[config.mk]
export PLATFORM = sky130hd
export DESIGN_NAME = regfile_wb_arbiter_flat
export DESIGN_NICKNAME = d
export VERILOG_FILES = /design/src/rtl/regfile_wb_arbiter_if.sv /design/src/rtl/regfile_wb_arbiter.sv /design/src/flat_wrapper.sv
export SDC_FILE = /design/constraint.sdc
export NUM_CORES = 1
export LEC_CHECK = 0
export BUFFER_PORTS_ARGS = -buffer_cell sky130_fd_sc_hd__buf_2
export CORE_MARGIN = 1.5
export CORE_UTILIZATION = 45
export DETAILED_ROUTE_END_ITERATION = 6
export PLACE_DENSITY = 0.69
export SLEW_MARGIN = 20
export SYNTH_ARGS = -nofsm -noshare
export SYNTH_HDL_FRONTEND = slang
export SYNTH_SLANG_ARGS = --single-unit
[constraint.sdc]
create_clock -name clk -period 3.2 [get_ports clk]
set_input_delay 0.16 -clock clk [delete_from_list [all_inputs] [get_ports clk]]
set_output_delay 0.16 -clock clk [all_outputs]
set_load 0.1 [all_outputs]
[src/rtl/regfile_wb_arbiter_if.sv]
// Write-back arbiter bus: core write (A), multi-cycle result (B), issue, decode query, register-file write.
// Latency: n/a (signal bundle only).
// Backpressure: a_ready/b_ready/iss_ready flow from slave to master.
interface regfile_wb_arbiter_if #(
  parameter int XLEN = 32
);
  logic            a_valid;
  logic            a_ready;
  logic [4:0]      a_rd;
  logic [XLEN-1:0] a_data;
  logic            b_valid;
  logic            b_ready;
  logic [4:0]      b_rd;
  logic [XLEN-1:0] b_data;
  logic            iss_valid;
  logic            iss_ready;
  logic [4:0]      iss_rd;
  logic [4:0]      q_rs1;
  logic [4:0]      q_rs2;
  logic [4:0]      q_rd;
  logic            hazard;
  logic [31:0]     busy_mask;
  logic            wb_en;
  logic [4:0]      wb_rd;
  logic [XLEN-1:0] wb_data;

  modport master (
    output a_valid, a_rd, a_data, b_valid, b_rd, b_data, iss_valid, iss_rd,
           q_rs1, q_rs2, q_rd,
    input  a_ready, b_ready, iss_ready, hazard, busy_mask, wb_en, wb_rd, wb_data
  );

  modport slave (
    input  a_valid, a_rd, a_data, b_valid, b_rd, b_data, iss_valid, iss_rd,
           q_rs1, q_rs2, q_rd,
    output a_ready, b_ready, iss_ready, hazard, busy_mask, wb_en, wb_rd, wb_data
  );
endinterface

[src/rtl/regfile_wb_arbiter.sv]
// Shares the register-file write port between core write-back (A) and a FIFO-buffered multi-cycle unit (B), with a busy scoreboard.
// Latency: A grant -> wb_en next cycle; B push -> wb_en no earlier than two cycles later; B forced after MAX_WAIT A grants.
// Backpressure: a_ready drops only on a forced-B cycle; b_ready is registered FIFO-not-full; iss_ready blocks a busy rd. Optional: WB_BYPASS_EN adds read forwarding.
module regfile_wb_arbiter #(
  parameter int XLEN       = 32,
  parameter int FIFO_DEPTH = 2,
  parameter int MAX_WAIT   = 4
) (
  input  logic                  clk,
  input  logic                  reset,
`ifdef WB_BYPASS_EN
  input  logic [XLEN-1:0]       rf_rs1_data,
  input  logic [XLEN-1:0]       rf_rs2_data,
  output logic [XLEN-1:0]       rs1_data,
  output logic [XLEN-1:0]       rs2_data,
`endif
  regfile_wb_arbiter_if.slave   bus
);

  localparam int PW = $clog2(FIFO_DEPTH);
  localparam int CW = PW + 1;
  localparam int WW = $clog2(MAX_WAIT + 1);
  localparam logic [WW-1:0] MAX_W = WW'(MAX_WAIT);
  localparam logic [CW-1:0] DEPTH_C = CW'(FIFO_DEPTH);

  logic [XLEN-1:0] fifo_data [FIFO_DEPTH];
  logic [4:0]      fifo_rd   [FIFO_DEPTH];
  logic [PW-1:0]   wr_ptr;
  logic [PW-1:0]   rd_ptr;
  logic [CW-1:0]   count;
  logic [CW-1:0]   count_next;
  logic            b_ready_q;
  logic [WW-1:0]   wait_cnt;
  logic [31:0]     busy;
  logic [31:0]     busy_next;
  logic [31:0]     clr_vec;
  logic [31:0]     set_vec;
  logic [31:0]     busy_eff;

  logic            fifo_nonempty;
  logic            force_b;
  logic            a_grant;
  logic            b_grant;
  logic            push;
  logic            iss_set;
  logic [4:0]      head_rd;
  logic [XLEN-1:0] head_data;

  logic            wb_en_q;
  logic [4:0]      wb_rd_q;
  logic [XLEN-1:0] wb_data_q;

  assign head_rd   = fifo_rd[rd_ptr];
  assign head_data = fifo_data[rd_ptr];

  // Grant selection, FIFO occupancy and scoreboard next-state.
  always_comb begin
    fifo_nonempty = (count != '0);
    force_b       = fifo_nonempty && (wait_cnt == MAX_W);
    a_grant       = !force_b && bus.a_valid;
    // A push into an empty FIFO is not visible here, so it waits a cycle.
    b_grant       = force_b || (!bus.a_valid && fifo_nonempty);
    push          = bus.b_valid && b_ready_q;
    count_next    = count + CW'(push) - CW'(b_grant);
    iss_set       = bus.iss_valid && !busy[bus.iss_rd] && (bus.iss_rd != 5'd0);
    clr_vec       = b_grant ? (32'd1 << head_rd) : 32'd0;
    set_vec       = iss_set ? (32'd1 << bus.iss_rd) : 32'd0;
    // Set is applied after clear so a same-cycle set on the same rd wins.
    busy_next     = ((busy & ~clr_vec) | set_vec) & ~32'd1;
  end

  // FIFO storage; contents are don't-care until the pointers say otherwise.
  always_ff @(posedge clk) begin
    if (push) begin
      fifo_data[wr_ptr] <= bus.b_data;
      fifo_rd[wr_ptr]   <= bus.b_rd;
    end
  end

  // FIFO pointers, occupancy and registered not-full flag.
  always_ff @(posedge clk) begin
    if (reset) begin
      wr_ptr    <= '0;
      rd_ptr    <= '0;
      count     <= '0;
      b_ready_q <= 1'b0;
    end else begin
      if (push)    wr_ptr <= wr_ptr + 1'b1;
      if (b_grant) rd_ptr <= rd_ptr + 1'b1;
      count     <= count_next;
      b_ready_q <= (count_next < DEPTH_C);
    end
  end

  // Starvation counter: A grants taken while B waits, saturating.
  always_ff @(posedge clk) begin
    if (reset) begin
      wait_cnt <= '0;
    end else if (b_grant) begin
      wait_cnt <= '0;
    end else if (a_grant && fifo_nonempty && (wait_cnt != MAX_W)) begin
      wait_cnt <= wait_cnt + 1'b1;
    end
  end

  // Scoreboard of registers with a multi-cycle result in flight.
  always_ff @(posedge clk) begin
    if (reset) busy <= '0;
    else       busy <= busy_next;
  end

  // Registered write port; x0 writes complete the handshake but never enable.
  always_ff @(posedge clk) begin
    if (reset) begin
      wb_en_q   <= 1'b0;
      wb_rd_q   <= 5'd0;
      wb_data_q <= '0;
    end else if (a_grant) begin
      wb_en_q   <= (bus.a_rd != 5'd0);
      wb_rd_q   <= bus.a_rd;
      wb_data_q <= bus.a_data;
    end else if (b_grant) begin
      wb_en_q   <= (head_rd != 5'd0);
      wb_rd_q   <= head_rd;
      wb_data_q <= head_data;
    end else begin
      wb_en_q   <= 1'b0;
    end
  end

`ifdef WB_BYPASS_EN
  logic [31:0] wb_clr_q;

  // Remember which busy bits the write now on wb_* retired.
  always_ff @(posedge clk) begin
    if (reset) wb_clr_q <= '0;
    else       wb_clr_q <= clr_vec & ~set_vec;
  end

  // Bits retired by the write being forwarded this cycle never stall decode.
  assign busy_eff = busy & ~wb_clr_q;
  assign rs1_data = (wb_en_q && (wb_rd_q == bus.q_rs1)) ? wb_data_q : rf_rs1_data;
  assign rs2_data = (wb_en_q && (wb_rd_q == bus.q_rs2)) ? wb_data_q : rf_rs2_data;
`else
  assign busy_eff = busy;
`endif

  assign bus.a_ready   = !force_b;
  assign bus.b_ready   = b_ready_q;
  assign bus.iss_ready = !busy[bus.iss_rd];
  assign bus.hazard    = busy_eff[bus.q_rs1] | busy_eff[bus.q_rs2] | busy_eff[bus.q_rd];
  assign bus.busy_mask = busy;
  assign bus.wb_en     = wb_en_q;
  assign bus.wb_rd     = wb_rd_q;
  assign bus.wb_data   = wb_data_q;

endmodule
[src/flat_wrapper.sv]
// flat-port wrapper written by rule: the top's interface ports become plain ports
module regfile_wb_arbiter_flat 
#(
  parameter int XLEN       = 32,
  parameter int FIFO_DEPTH = 2,
  parameter int MAX_WAIT   = 4
)
  (clk, reset, bus_a_valid, bus_a_rd, bus_a_data, bus_b_valid, bus_b_rd, bus_b_data, bus_iss_valid, bus_iss_rd, bus_q_rs1, bus_q_rs2, bus_q_rd, bus_a_ready, bus_b_ready, bus_iss_ready, bus_hazard, bus_busy_mask, bus_wb_en, bus_wb_rd, bus_wb_data);
  regfile_wb_arbiter_if #(.XLEN(XLEN)) bus_i ();
  input  logic clk;
  input  logic reset;
  input wire logic [$bits(bus_i.a_valid)-1:0] bus_a_valid;
  input wire logic [$bits(bus_i.a_rd)-1:0] bus_a_rd;
  input wire logic [$bits(bus_i.a_data)-1:0] bus_a_data;
  input wire logic [$bits(bus_i.b_valid)-1:0] bus_b_valid;
  input wire logic [$bits(bus_i.b_rd)-1:0] bus_b_rd;
  input wire logic [$bits(bus_i.b_data)-1:0] bus_b_data;
  input wire logic [$bits(bus_i.iss_valid)-1:0] bus_iss_valid;
  input wire logic [$bits(bus_i.iss_rd)-1:0] bus_iss_rd;
  input wire logic [$bits(bus_i.q_rs1)-1:0] bus_q_rs1;
  input wire logic [$bits(bus_i.q_rs2)-1:0] bus_q_rs2;
  input wire logic [$bits(bus_i.q_rd)-1:0] bus_q_rd;
  output wire logic [$bits(bus_i.a_ready)-1:0] bus_a_ready;
  output wire logic [$bits(bus_i.b_ready)-1:0] bus_b_ready;
  output wire logic [$bits(bus_i.iss_ready)-1:0] bus_iss_ready;
  output wire logic [$bits(bus_i.hazard)-1:0] bus_hazard;
  output wire logic [$bits(bus_i.busy_mask)-1:0] bus_busy_mask;
  output wire logic [$bits(bus_i.wb_en)-1:0] bus_wb_en;
  output wire logic [$bits(bus_i.wb_rd)-1:0] bus_wb_rd;
  output wire logic [$bits(bus_i.wb_data)-1:0] bus_wb_data;
  assign bus_i.a_valid = bus_a_valid;
  assign bus_i.a_rd = bus_a_rd;
  assign bus_i.a_data = bus_a_data;
  assign bus_i.b_valid = bus_b_valid;
  assign bus_i.b_rd = bus_b_rd;
  assign bus_i.b_data = bus_b_data;
  assign bus_i.iss_valid = bus_iss_valid;
  assign bus_i.iss_rd = bus_iss_rd;
  assign bus_i.q_rs1 = bus_q_rs1;
  assign bus_i.q_rs2 = bus_q_rs2;
  assign bus_i.q_rd = bus_q_rd;
  assign bus_a_ready = bus_i.a_ready;
  assign bus_b_ready = bus_i.b_ready;
  assign bus_iss_ready = bus_i.iss_ready;
  assign bus_hazard = bus_i.hazard;
  assign bus_busy_mask = bus_i.busy_mask;
  assign bus_wb_en = bus_i.wb_en;
  assign bus_wb_rd = bus_i.wb_rd;
  assign bus_wb_data = bus_i.wb_data;
  regfile_wb_arbiter #(.XLEN(XLEN), .FIFO_DEPTH(FIFO_DEPTH), .MAX_WAIT(MAX_WAIT)) u_core (.clk(clk), .reset(reset), .bus(bus_i));
endmodule
==> flow_summary.ini, run 1 <==
[run_status]
status = completed

[pwr]
cell_internal_pwr_w = 0.00397
power.net_switching_w = 0.00228
p_total_w = 0.00625
static-leakage-power_nw = 3.64
pwr-share-clk_pct = 30.4
netSwitchingFraction_pct = 36.5
vdd_ir_drop_max_v = 0.000455
p_per_area_nw_per_um2 = 679
seq_power_share_pct = 38.9
comb_pwr_share_pct = 30.7

[synthesis]
synth_edf_count = 74
synth_nets = 707
synth_area_um2 = 7090
synthTopCellsByCount = 89 x sky130_fd_sc_hd__nor2_1, 78 x sky130_fd_sc_hd__dfxtp_1, 74 x sky130_fd_sc_hd__edfxtp_1
synth-seq-cells = 152
synth-main-ff-cell = sky130_fd_sc_hd__dfxtp_1
synth_most_common_cell = sky130_fd_sc_hd__nor2_1
synth_top_area_share_pct = 31.4
postSynthAreaPerCell_um2 = 11.7
syn-instance-count = 604
synth_sequential_area_ratio_pct = 53.4
synth-async-reset-ratio_pct = 0
yosys_warnings = 0
ys_types = 62
synth.area.top_cells = sky130_fd_sc_hd__edfxtp_1 31%, sky130_fd_sc_hd__dfxtp_1 22%, sky130_fd_sc_hd__mux2i_1 7.2%, sky130_fd_sc_hd__mux4_2 5.4%, sky130_fd_sc_hd__a221oi_1 4.8%
yosys.area.top_type = sky130_fd_sc_hd__edfxtp_1

[worst_setup_path]
cpPeakStageDelay_ps = 560
reg2regPathDepth = 4
worst_path_dominant_cell_family = compound AO/OA/AOI/OAI gates
crit_path_start_kind = register
timing.critical_path.required_ps = 3040
cpMaxStageDelayCell = sky130_fd_sc_hd__a2111oi_0
timing.critical_path.from = u_core.bus.busy_mask[13]
timing_worst_setup_path_type = register to primary output
worstPathBufferInverterCount = 2
setup.worst_path.end_class = primary output
crit_arrival_ps = 2430
highest_fanout_seen_on_the_critical_path = 6
critical_path_cell_count = 6
worstPathCellList = mux4_2, inv_1, a2111oi_0, nor4_1, nand4_1, buf_2

[clock_tree]
cts_made_buffers = 17
cts.hold.buffers_added = 58
clk_latency_ps = 410
cts.sink_count = 152
clkTransAtPathRegs_ps = 60
cts_max_path_buffers = 2
clk_root_buffer_cell = sky130_fd_sc_hd__clkbuf_16
clock_tree_from_tritoncts = done
post-cts-setup-buffer-count = 0
htreeDepth = 4
post_cts_sizing_count = 0

[grt]
grt_pass1_wl_mm = 32.1
global_router_s_overall_resource_usage_pct = 25.1
antenna_violations_before_repair = 0
grt_max_degree = 51
grt_pass1_vias = 6305
overflow = 0

[sta]
timing.setup.tns_ps = 0
worst_slew_margin_rel_pct = 37.4
final_hold_viol_count = 0
fin_ws_ps = 613
slew_violations = 0
final.setup_skew_ps = 5.87
max_freq_mhz = 387
least_margin_pin_slew_ps = 940
final_period_minus_worst_setup_slack_ps = 2590
rsz0062_at_grt = no
finalSetupViolations = 0
post-route-period-util_pct = 80.8

[cells_and_area]
flow.area_growth_from_synthesis_pct = 29.8
layout.nets = 921
final.fill_count = 1265
layout-drive-gt1-share_pct = 29.5

[floorplanning]
fp-row-count = 45
die-height_um = 128
dieArea_um2 = 16500
num_io_pins = 173
fp.dieW_um = 128
floorplan.core_area_um2 = 15300
effective_utilization_at_floorplan_pct = 46.3

[min_path]
hold_path.class = input pin to register
worst_hold_path.num_cells = 3
worstHoldStart = bus_a_data[6]

[place]
dp_worst_setup_slack_ps = 955
place_congestion = 0.849
buffer_ports.inserted = 171
dpl.hpwl_mm = 13.8

[drt]
count_of_antenna_violating_nets_left_after_detailed_routing = 0
routed_wire_length_per_instance_um = 19.7
wirelength_mm = 20.5
vias = 6027
initialDrtViolationCount = 308
drcViolationCount = 0
detail_route.first_pass.iterations = 5
vias_per_cell = 5.78

[flow_run]
maxCapViolations = 0
## stage by stage
stage,hold WS (ps),cells,util [%],instance area (um^2)
finish,14.4,1043,60.1,9200
global route,13.4,1042,60.0,9200
CTS,1.39,1041,59.9,9170
detailed placement,352,951,52.4,8020
global placement,349,951,52.4,8020
floorplan,259,604,-,7090
## logic make-up after synthesis
logic type               Yosys count  synth area share [%]
multiplexers                      81                  15.5
other                              1                0.0529
buffers and inverters             59                  4.36
AND/OR/NAND/NOR                  170                  11.5
XOR/XNOR                           4                 0.494
AO/OA/AOI/OAI                    133                  13.9
adder cells (fa/ha/maj)            4                 0.706
flip-flops                       152                  53.4
## path summary, 6_finish.rpt
kind                                    to  slack [ps]
hold / removal       u_core.bus.wb_data[6]          10
setup reg to reg  u_core.bus.busy_mask[23]         960
hold reg to reg      u_core.bus.wb_data[8]         500
setup / recovery                bus_hazard         610
## power groups by stage
stage / registers, W / clock network, W / logic, W
after floorplan: 0.00301 / 0 / 0.000884
final: 0.00243 / 0.00190 / 0.00192
after global placement: 0.00246 / 0 / 0.00179
after CTS: 0.00243 / 0.00193 / 0.00190
after detailed placement: 0.00247 / 0 / 0.00183
after global routing: 0.00245 / 0.00201 / 0.00204
## registers in the layout (all words and copies together) (netlist names), named ones only
signal                count
u_core.fifo_data         64
u_core.count              2
u_core.wait_cnt           3
u_core.bus.wb_rd          5
u_core.bus.busy_mask     31
u_core.bus.wb_data       32
u_core.bus.b_ready        1
u_core.wr_ptr             1
u_core.fifo_rd           10
u_core.bus.wb_en          1
u_core.rd_ptr             1
## layout by cell type, fill, tap and decap left out, types with 5 or more instances in the layout
cell type                       Yosys  layout
sky130_fd_sc_hd__a2111oi_0          5       5
sky130_fd_sc_hd__a21oi_1           11      11
sky130_fd_sc_hd__a221oi_1          39      39
sky130_fd_sc_hd__a32o_1             6       6
sky130_fd_sc_hd__buf_2             18     171
sky130_fd_sc_hd__buf_4              3       6
sky130_fd_sc_hd__clkbuf_16          0      17
sky130_fd_sc_hd__dfxtp_1           78      77
sky130_fd_sc_hd__dlygate4sd3_1      0      58
sky130_fd_sc_hd__edfxtp_1          74      74
sky130_fd_sc_hd__inv_1             18      18
sky130_fd_sc_hd__mux2_2             9       9
sky130_fd_sc_hd__mux2i_1           51      51
sky130_fd_sc_hd__mux4_2            17      17
sky130_fd_sc_hd__nand2_1           18      18
sky130_fd_sc_hd__nand2b_1          10      10
sky130_fd_sc_hd__nand3_1           11      11
sky130_fd_sc_hd__nor2_1            89      88
sky130_fd_sc_hd__nor2b_1            9       9
sky130_fd_sc_hd__nor3_1             7       7
sky130_fd_sc_hd__o211ai_1          15      15
sky130_fd_sc_hd__o21ai_0           19      19
sky130_fd_sc_hd__o21ai_1            9       9
sky130_fd_sc_hd__o311ai_0           8       8
## per-layer routing
layer  wire length (um)  vias to the layer above  global-route usage, %
met1               8250                     2976                   30.0
met3               1580                       26                   5.95
met2              10300                      268                   44.1
met4                336                        0                   9.78
met5                  0                        -                      0
li1                   -                     2757                      -
## cell type report
type	instances	area, um^2	share of cell area [%]
Multi-Input combinational cell	393	3000	32.6
Antenna cell	1	2.50	0.0272
Clock inverter	11	126	1.37
Clock buffer	21	440	4.79
Tap cell	211	264	2.87
Inverter	18	67.6	0.735
Sequential cell	152	3780	41.2
Timing Repair Buffer	236	1510	16.4
## worst reg2reg max path: stages (launching register included)
cell and delay [ps]:
sky130_fd_sc_hd__dfxtp_2 850, sky130_fd_sc_hd__mux2_2 380, sky130_fd_sc_hd__nand2_1 260, sky130_fd_sc_hd__o311ai_0 470
sky130_fd_sc_hd__o21ai_0 140
No activity file was read; power rests on OpenSTA's default activity.
==> run 2: changes to the inputs <==
--- a/config.mk
+++ b/config.mk
@@ -9,7 +9,7 @@
 export CORE_MARGIN = 1.5
 export CORE_UTILIZATION = 45
 export DETAILED_ROUTE_END_ITERATION = 6
-export PLACE_DENSITY = 0.69
+export PLACE_DENSITY = 0.72
 export SLEW_MARGIN = 20
 export SYNTH_ARGS = -nofsm -noshare
 export SYNTH_HDL_FRONTEND = slang
==> constraint.sdc (replaced) <==
create_clock -name clk -period 2.2 [get_ports clk]
set_input_delay 0.11 -clock clk [delete_from_list [all_inputs] [get_ports clk]]
set_output_delay 0.11 -clock clk [all_outputs]
set_load 0.1 [all_outputs]
==> run 2 against run 1 <==
  * The run now ends with negative setup slack left
  * Utilization rose by 2.7 points
  * Via count increased by 1.9%
  * Die area unchanged
  * Cell area grew 4.5%
  * Clock power increased by 51%
  * Clock-buffer cell count is 3 lower
  * Combinational power up 55%
  * Critical path depth is the same
  * Clock skew grew 1.2 ps
  * Sequential share of layout area down 0.57 points
  * Critical endpoint unchanged
==> flow_summary.ini, run 2 (synthesis results as in run 1) <==
[run_status]
status = complete, but fails checks
violations = negative setup slack

[flow_run]
maxCapViolations = 0

[worst_setup_path]
setup.worst_path.end_class = primary output
cpPeakStageDelay_ps = 480
highest_fanout_seen_on_the_critical_path = 6
timing_worst_setup_path_type = register to primary output
worstPathBufferInverterCount = 1
timing.critical_path.required_ps = 2090
worst_path_dominant_cell_family = multiplexers
cpMaxStageDelayCell = sky130_fd_sc_hd__mux4_2
crit_path_start_kind = register
crit_arrival_ps = 2120
worstPathCellList = mux4_2, o22ai_1, nor4b_1, a211oi_1, nand4_1, buf_6

[clock_tree]
cts.sink_count = 152
clkTransAtPathRegs_ps = 60
cts_made_buffers = 17
clk_root_buffer_cell = sky130_fd_sc_hd__clkbuf_16
htreeDepth = 4
cts_max_path_buffers = 2
clk_latency_ps = 410
clock_tree_from_tritoncts = done

[drt]
detail_route.first_pass.iterations = 5
count_of_antenna_violating_nets_left_after_detailed_routing = 0
drcViolationCount = 0
vias_per_cell = 5.74
vias = 6140
wirelength_mm = 20.9
initialDrtViolationCount = 404
routed_wire_length_per_instance_um = 19.5

[grt]
global_router_s_overall_resource_usage_pct = 26.0
overflow = 0
grt_pass1_wl_mm = 33.3
grt_pass1_vias = 6218
antenna_violations_before_repair = 1
grt_max_degree = 38

[sta]
rsz0062_at_grt = yes
least_margin_pin_slew_ps = 649
fin_ws_ps = -27.8
max_freq_mhz = 449
final_period_minus_worst_setup_slack_ps = 2230
worst_slew_margin_rel_pct = 56.3
slew_violations = 0
final.setup_skew_ps = 7.07
hold-worst-slack_ps = 26.3
finalSetupViolations = 1
post-route-period-util_pct = 101
final_hold_viol_count = 0

[floorplanning]
num_io_pins = 173
effective_utilization_at_floorplan_pct = 46.3
dieArea_um2 = 16500
fp.dieW_um = 128
die-height_um = 128
fp-row-count = 45
floorplan.core_area_um2 = 15300

[cells_and_area]
layout-drive-gt1-share_pct = 34.5
final.fill_count = 1170
flip_flop_count_of_the_largest_register_all_copies_and_words_added = 64
flow.area_growth_from_synthesis_pct = 35.7
final_common_cell = sky130_fd_sc_hd__buf_2
layout.cell_area.non_filler_um2 = 9610
final_cell_mix = 169 x sky130_fd_sc_hd__buf_2, 88 x sky130_fd_sc_hd__nor2_1, 74 x sky130_fd_sc_hd__edfxtp_1
max_flop_register = u_core.fifo_data
layout.nets = 947

[pwr]
p_per_area_nw_per_um2 = 965
vdd_ir_drop_max_v = 0.000937
static-leakage-power_nw = 3.81
p_total_w = 0.00928

[place]
dpl.hpwl_mm = 13.9
place_congestion = 0.861
placed_area_um2 = 8260
buffer_ports.inserted = 171

[min_path]
hold_path.class = input pin to register
run 2: cell count changes in the layout (fill, tap and decap cells not counted), sizes merged:
cell | before | now
clkinvlp | 4 | 1
inv | 18 | 22
dlygate4sd3 | 58 | 73
clkbuf | 21 | 18
clkinv | 5 | 7
buf | 178 | 189
run 2: metrics by stage:
step                      setup WS [ps]  instances  TNS [ps]  utilization [%]
after global routing              -68.8       1069     -68.8             62.8
after floorplan                    -149        604      -149                -
after global placement              154        962         0             54.0
after CTS                         -11.3       1067     -11.3             62.7
after detailed placement           38.7        962         0             54.0
final                             -27.8       1069     -27.8             62.8
run 2: worst min-delay path, stage by stage:
cell                      delay, ps
sky130_fd_sc_hd__buf_2           80
sky130_fd_sc_hd__a22oi_1         60
sky130_fd_sc_hd__a21oi_1        140
run 2: worst paths after layout:
path	slack (ps)	cells after the start	from	to
min	30	3	bus_a_rd[4]	u_core.bus.wb_rd[4]
min reg2reg	490	2	u_core.wait_cnt[1]	u_core.wait_cnt[1]
max	-30	6	u_core.bus.busy_mask[23]	bus_hazard
max reg2reg	90	11	u_core.wait_cnt[0]	u_core.count[1]
run 2: area by class of cell:
cell class	count	area, um^2	area share (%)
flip-flops and latches	152	3900	40.6
multi-input cells	393	3030	31.5
repair buffers	262	1770	18.4
clock buffers	18	439	4.57
well taps	211	264	2.75
clock inverters	14	146	1.52
inverters	18	67.6	0.703
diodes	1	2.50	0.0260
run 2: power breakdown:
part,switching [W],internal (W)
Sequential,0.000177,0.00328
Clock,0.00115,0.00171
Combinational,0.00211,0.000857
Total,0.00344,0.00585
run 2: what timing repair did:
item | in CTS | in global routing
cloned | 0 | 0
buffers inserted | 0 | 1
gates resized for setup | 4 | 4
setup endpoints to repair | 2 | 7
pin swaps | 0 | 3
hold buffers | 73 | 0
hold endpoints to repair | 110 | 0
run 2: layer usage:
layer	up-vias	part of all wire, %	track usage [%]
li1	2820	-	-
met1	2978	41	32.4
met2	316	49	43.9
met3	26	8.4	7.78
met4	0	1.6	7.73
met5	-	0	0
==> run 3: changes to the inputs <==
==> constraint.sdc (replaced) <==
create_clock -name clk -period 2.2 [get_ports clk]
set_input_delay 0.33 -clock clk [delete_from_list [all_inputs] [get_ports clk]]
set_output_delay 0.33 -clock clk [all_outputs]
set_load 0.1 [all_outputs]
==> run 3 against run 2 <==
  * The flow still finishes with violations (negative setup slack)
  * Clock power down 5%
  * Utilization down 4.1 points
  * Register-to-register slack better by 60 ps
  * Clock skew down 0.93 ps
  * Wire length down 0.79%
  * Die area unchanged
  * Total power down 3.0%
  * Sequential power about the same
  * Critical path type unchanged
  * Critical endpoint unchanged
  * Largest cell class unchanged
==> flow_summary.ini, run 3 (synthesis results as in run 1) <==
[run_status]
status = complete, but fails checks
violations = negative setup slack

[clock_tree]
clkTransAtPathRegs_ps = 60
cts.sink_count = 152
htreeDepth = 4
clk_latency_ps = 410
cts_max_path_buffers = 2
cts_made_buffers = 17
cts.hold.buffers_added = 0
clock_tree_from_tritoncts = done
clk_root_buffer_cell = sky130_fd_sc_hd__clkbuf_16

[cells_and_area]
layout-drive-gt1-share_pct = 39.8
final.fill_count = 1293
n_antenna_cell = 0
final_cell_count_no_fill = 1009
layout.nets = 889
max_flop_register = u_core.fifo_data
final_cell_mix = 169 x sky130_fd_sc_hd__buf_2, 88 x sky130_fd_sc_hd__nor2_1, 74 x sky130_fd_sc_hd__edfxtp_1
layout.core_utilization_pct = 58.7
flow.area_growth_from_synthesis_pct = 26.8
final_common_cell = sky130_fd_sc_hd__buf_2
flip_flop_count_of_the_largest_register_all_copies_and_words_added = 64

[worst_setup_path]
timing_worst_setup_path_type = register to primary output
ff2ff_setup_slack_ps = 150
crit_path_start_kind = register
reg2regPathDepth = 8
timing.critical_path.required_ps = 1870
crit_arrival_ps = 2140
timing.critical_path.from = u_core.bus.busy_mask[19]
highest_fanout_seen_on_the_critical_path = 6
r2r_start = u_core.wait_cnt[0]
setup.worst_path.end_class = primary output
reg2reg_to = u_core.bus.busy_mask[3]

[drt]
vias = 5941
count_of_antenna_violating_nets_left_after_detailed_routing = 0
routed_wire_length_per_instance_um = 20.5
drcViolationCount = 0
vias_per_cell = 5.89
initialDrtViolationCount = 401
wirelength_mm = 20.7
detail_route.first_pass.iterations = 5

[floorplanning]
floorplan.core_area_um2 = 15300
fp.dieW_um = 128
fp-row-count = 45
die-height_um = 128
effective_utilization_at_floorplan_pct = 46.3
num_io_pins = 173
dieArea_um2 = 16500

[sta]
final.setup_skew_ps = 6.15
slew_violations = 0
finalSetupViolations = 2
final_hold_viol_count = 0
post-route-period-util_pct = 112
final_period_minus_worst_setup_slack_ps = 2470
worst_slew_margin_rel_pct = 57.1
fin_ws_ps = -270
rsz0062_at_grt = yes
least_margin_pin_slew_ps = 644
max_freq_mhz = 405

[place]
buffer_ports.inserted = 171
numPlacedInstances = 973
dpl.hpwl_mm = 14.7
place_congestion = 0.939
dp_worst_setup_slack_ps = -60.0

[grt]
overflow = 0
antenna_violations_before_repair = 0
grt_max_degree = 38
global_router_s_overall_resource_usage_pct = 25.4
grt_pass1_wl_mm = 32.2
grt_pass1_vias = 5942

[flow_run]
maxCapViolations = 0

[min_path]
hold_path_end = u_core.fifo_data[1][24]
worst_hold_path.num_cells = 1
hold_path.class = input pin to register
worstHoldStart = bus_b_data[24]

[pwr]
vdd_ir_drop_max_v = 0.000819
static-leakage-power_nw = 3.56
p_per_area_nw_per_um2 = 1000
-- run 3: cell types whose count changed in the layout (fill, tap and decap cells not counted), moves of 4 or more --
| cell | change |
|---|---|
| sky130_fd_sc_hd__buf_4 | +16 |
| sky130_fd_sc_hd__dfxtp_4 | -4 |
| sky130_fd_sc_hd__dfxtp_2 | +5 |
| sky130_fd_sc_hd__dlygate4sd3_1 | -73 |
-- run 3: area by class of cell --
type                       instances  area, um^2  share of cell area [%]
timing repair buffer             204        1150                    12.8
clock inverter                    10        97.6                    1.09
multi-input combinational        393        3060                    34.0
sequential                       152        3890                    43.3
inverter                          18        67.6                   0.752
tap                              211         264                    2.94
clock buffer                      21         460                    5.12
-- run 3: where the power goes --
| part | leakage [nW] | internal (W) | total [W] | switching [W] |
|---|---|---|---|---|
| logic | 1.95 | 0.000768 | 0.00281 | 0.00205 |
| registers | 1.34 | 0.00329 | 0.00346 | 0.000175 |
| clock network | 0.266 | 0.00161 | 0.00273 | 0.00111 |
-- run 3: routing by layer --
layer  part of all wire (%)  vias to the layer above  GRT usage [%]
li1                       -                     2699              -
met1                     41                     2914           30.8
met2                     48                      283           42.3
met3                    8.3                       45           7.57
met4                    3.1                        0           10.7
met5                      0                        -              0
-- run 3: timing repair --
action | 4_1_cts | 5_1_grt
gates cloned | 0 | 0
pin swaps | 1 | 6
setup buffers | 2 | 3
endpoints found under the setup margin | 2 | 5
resized for setup | 7 | 13
-- run 3: worst max path at each step --
stage | endpoint | slack (ps)
2_1_floorplan | bus_hazard | -380
3_3_place_gp | bus_hazard | -20
3_5_place_dp | bus_hazard | -60
4_1_cts | bus_hazard | -270
5_1_grt | bus_hazard | -330
6_report | bus_hazard | -270
-- run 3: through the flow --
stage | setup TNS [ps] | hold WS (ps) | instance area (um^2) | total power (W)
6_report | -345 | 106 | 8990 | 0.00900
4_1_cts | -361 | 93.7 | 8920 | 0.00901
3_5_place_dp | -60.0 | 487 | 8340 | 0.00629
5_1_grt | -465 | 87.4 | 8990 | 0.00936
2_1_floorplan | -382 | 429 | 7240 | 0.00566
3_3_place_gp | -21.5 | 460 | 8340 | 0.00622
-- run 3: critical path, stage by stage (launching register included) --
cell and delay, ps:
sky130_fd_sc_hd__dfxtp_4 390, sky130_fd_sc_hd__mux4_2 450, sky130_fd_sc_hd__o22ai_1 160, sky130_fd_sc_hd__nor4b_1 80, sky130_fd_sc_hd__a211oi_1 240, sky130_fd_sc_hd__nand4_1 200, sky130_fd_sc_hd__buf_12 220
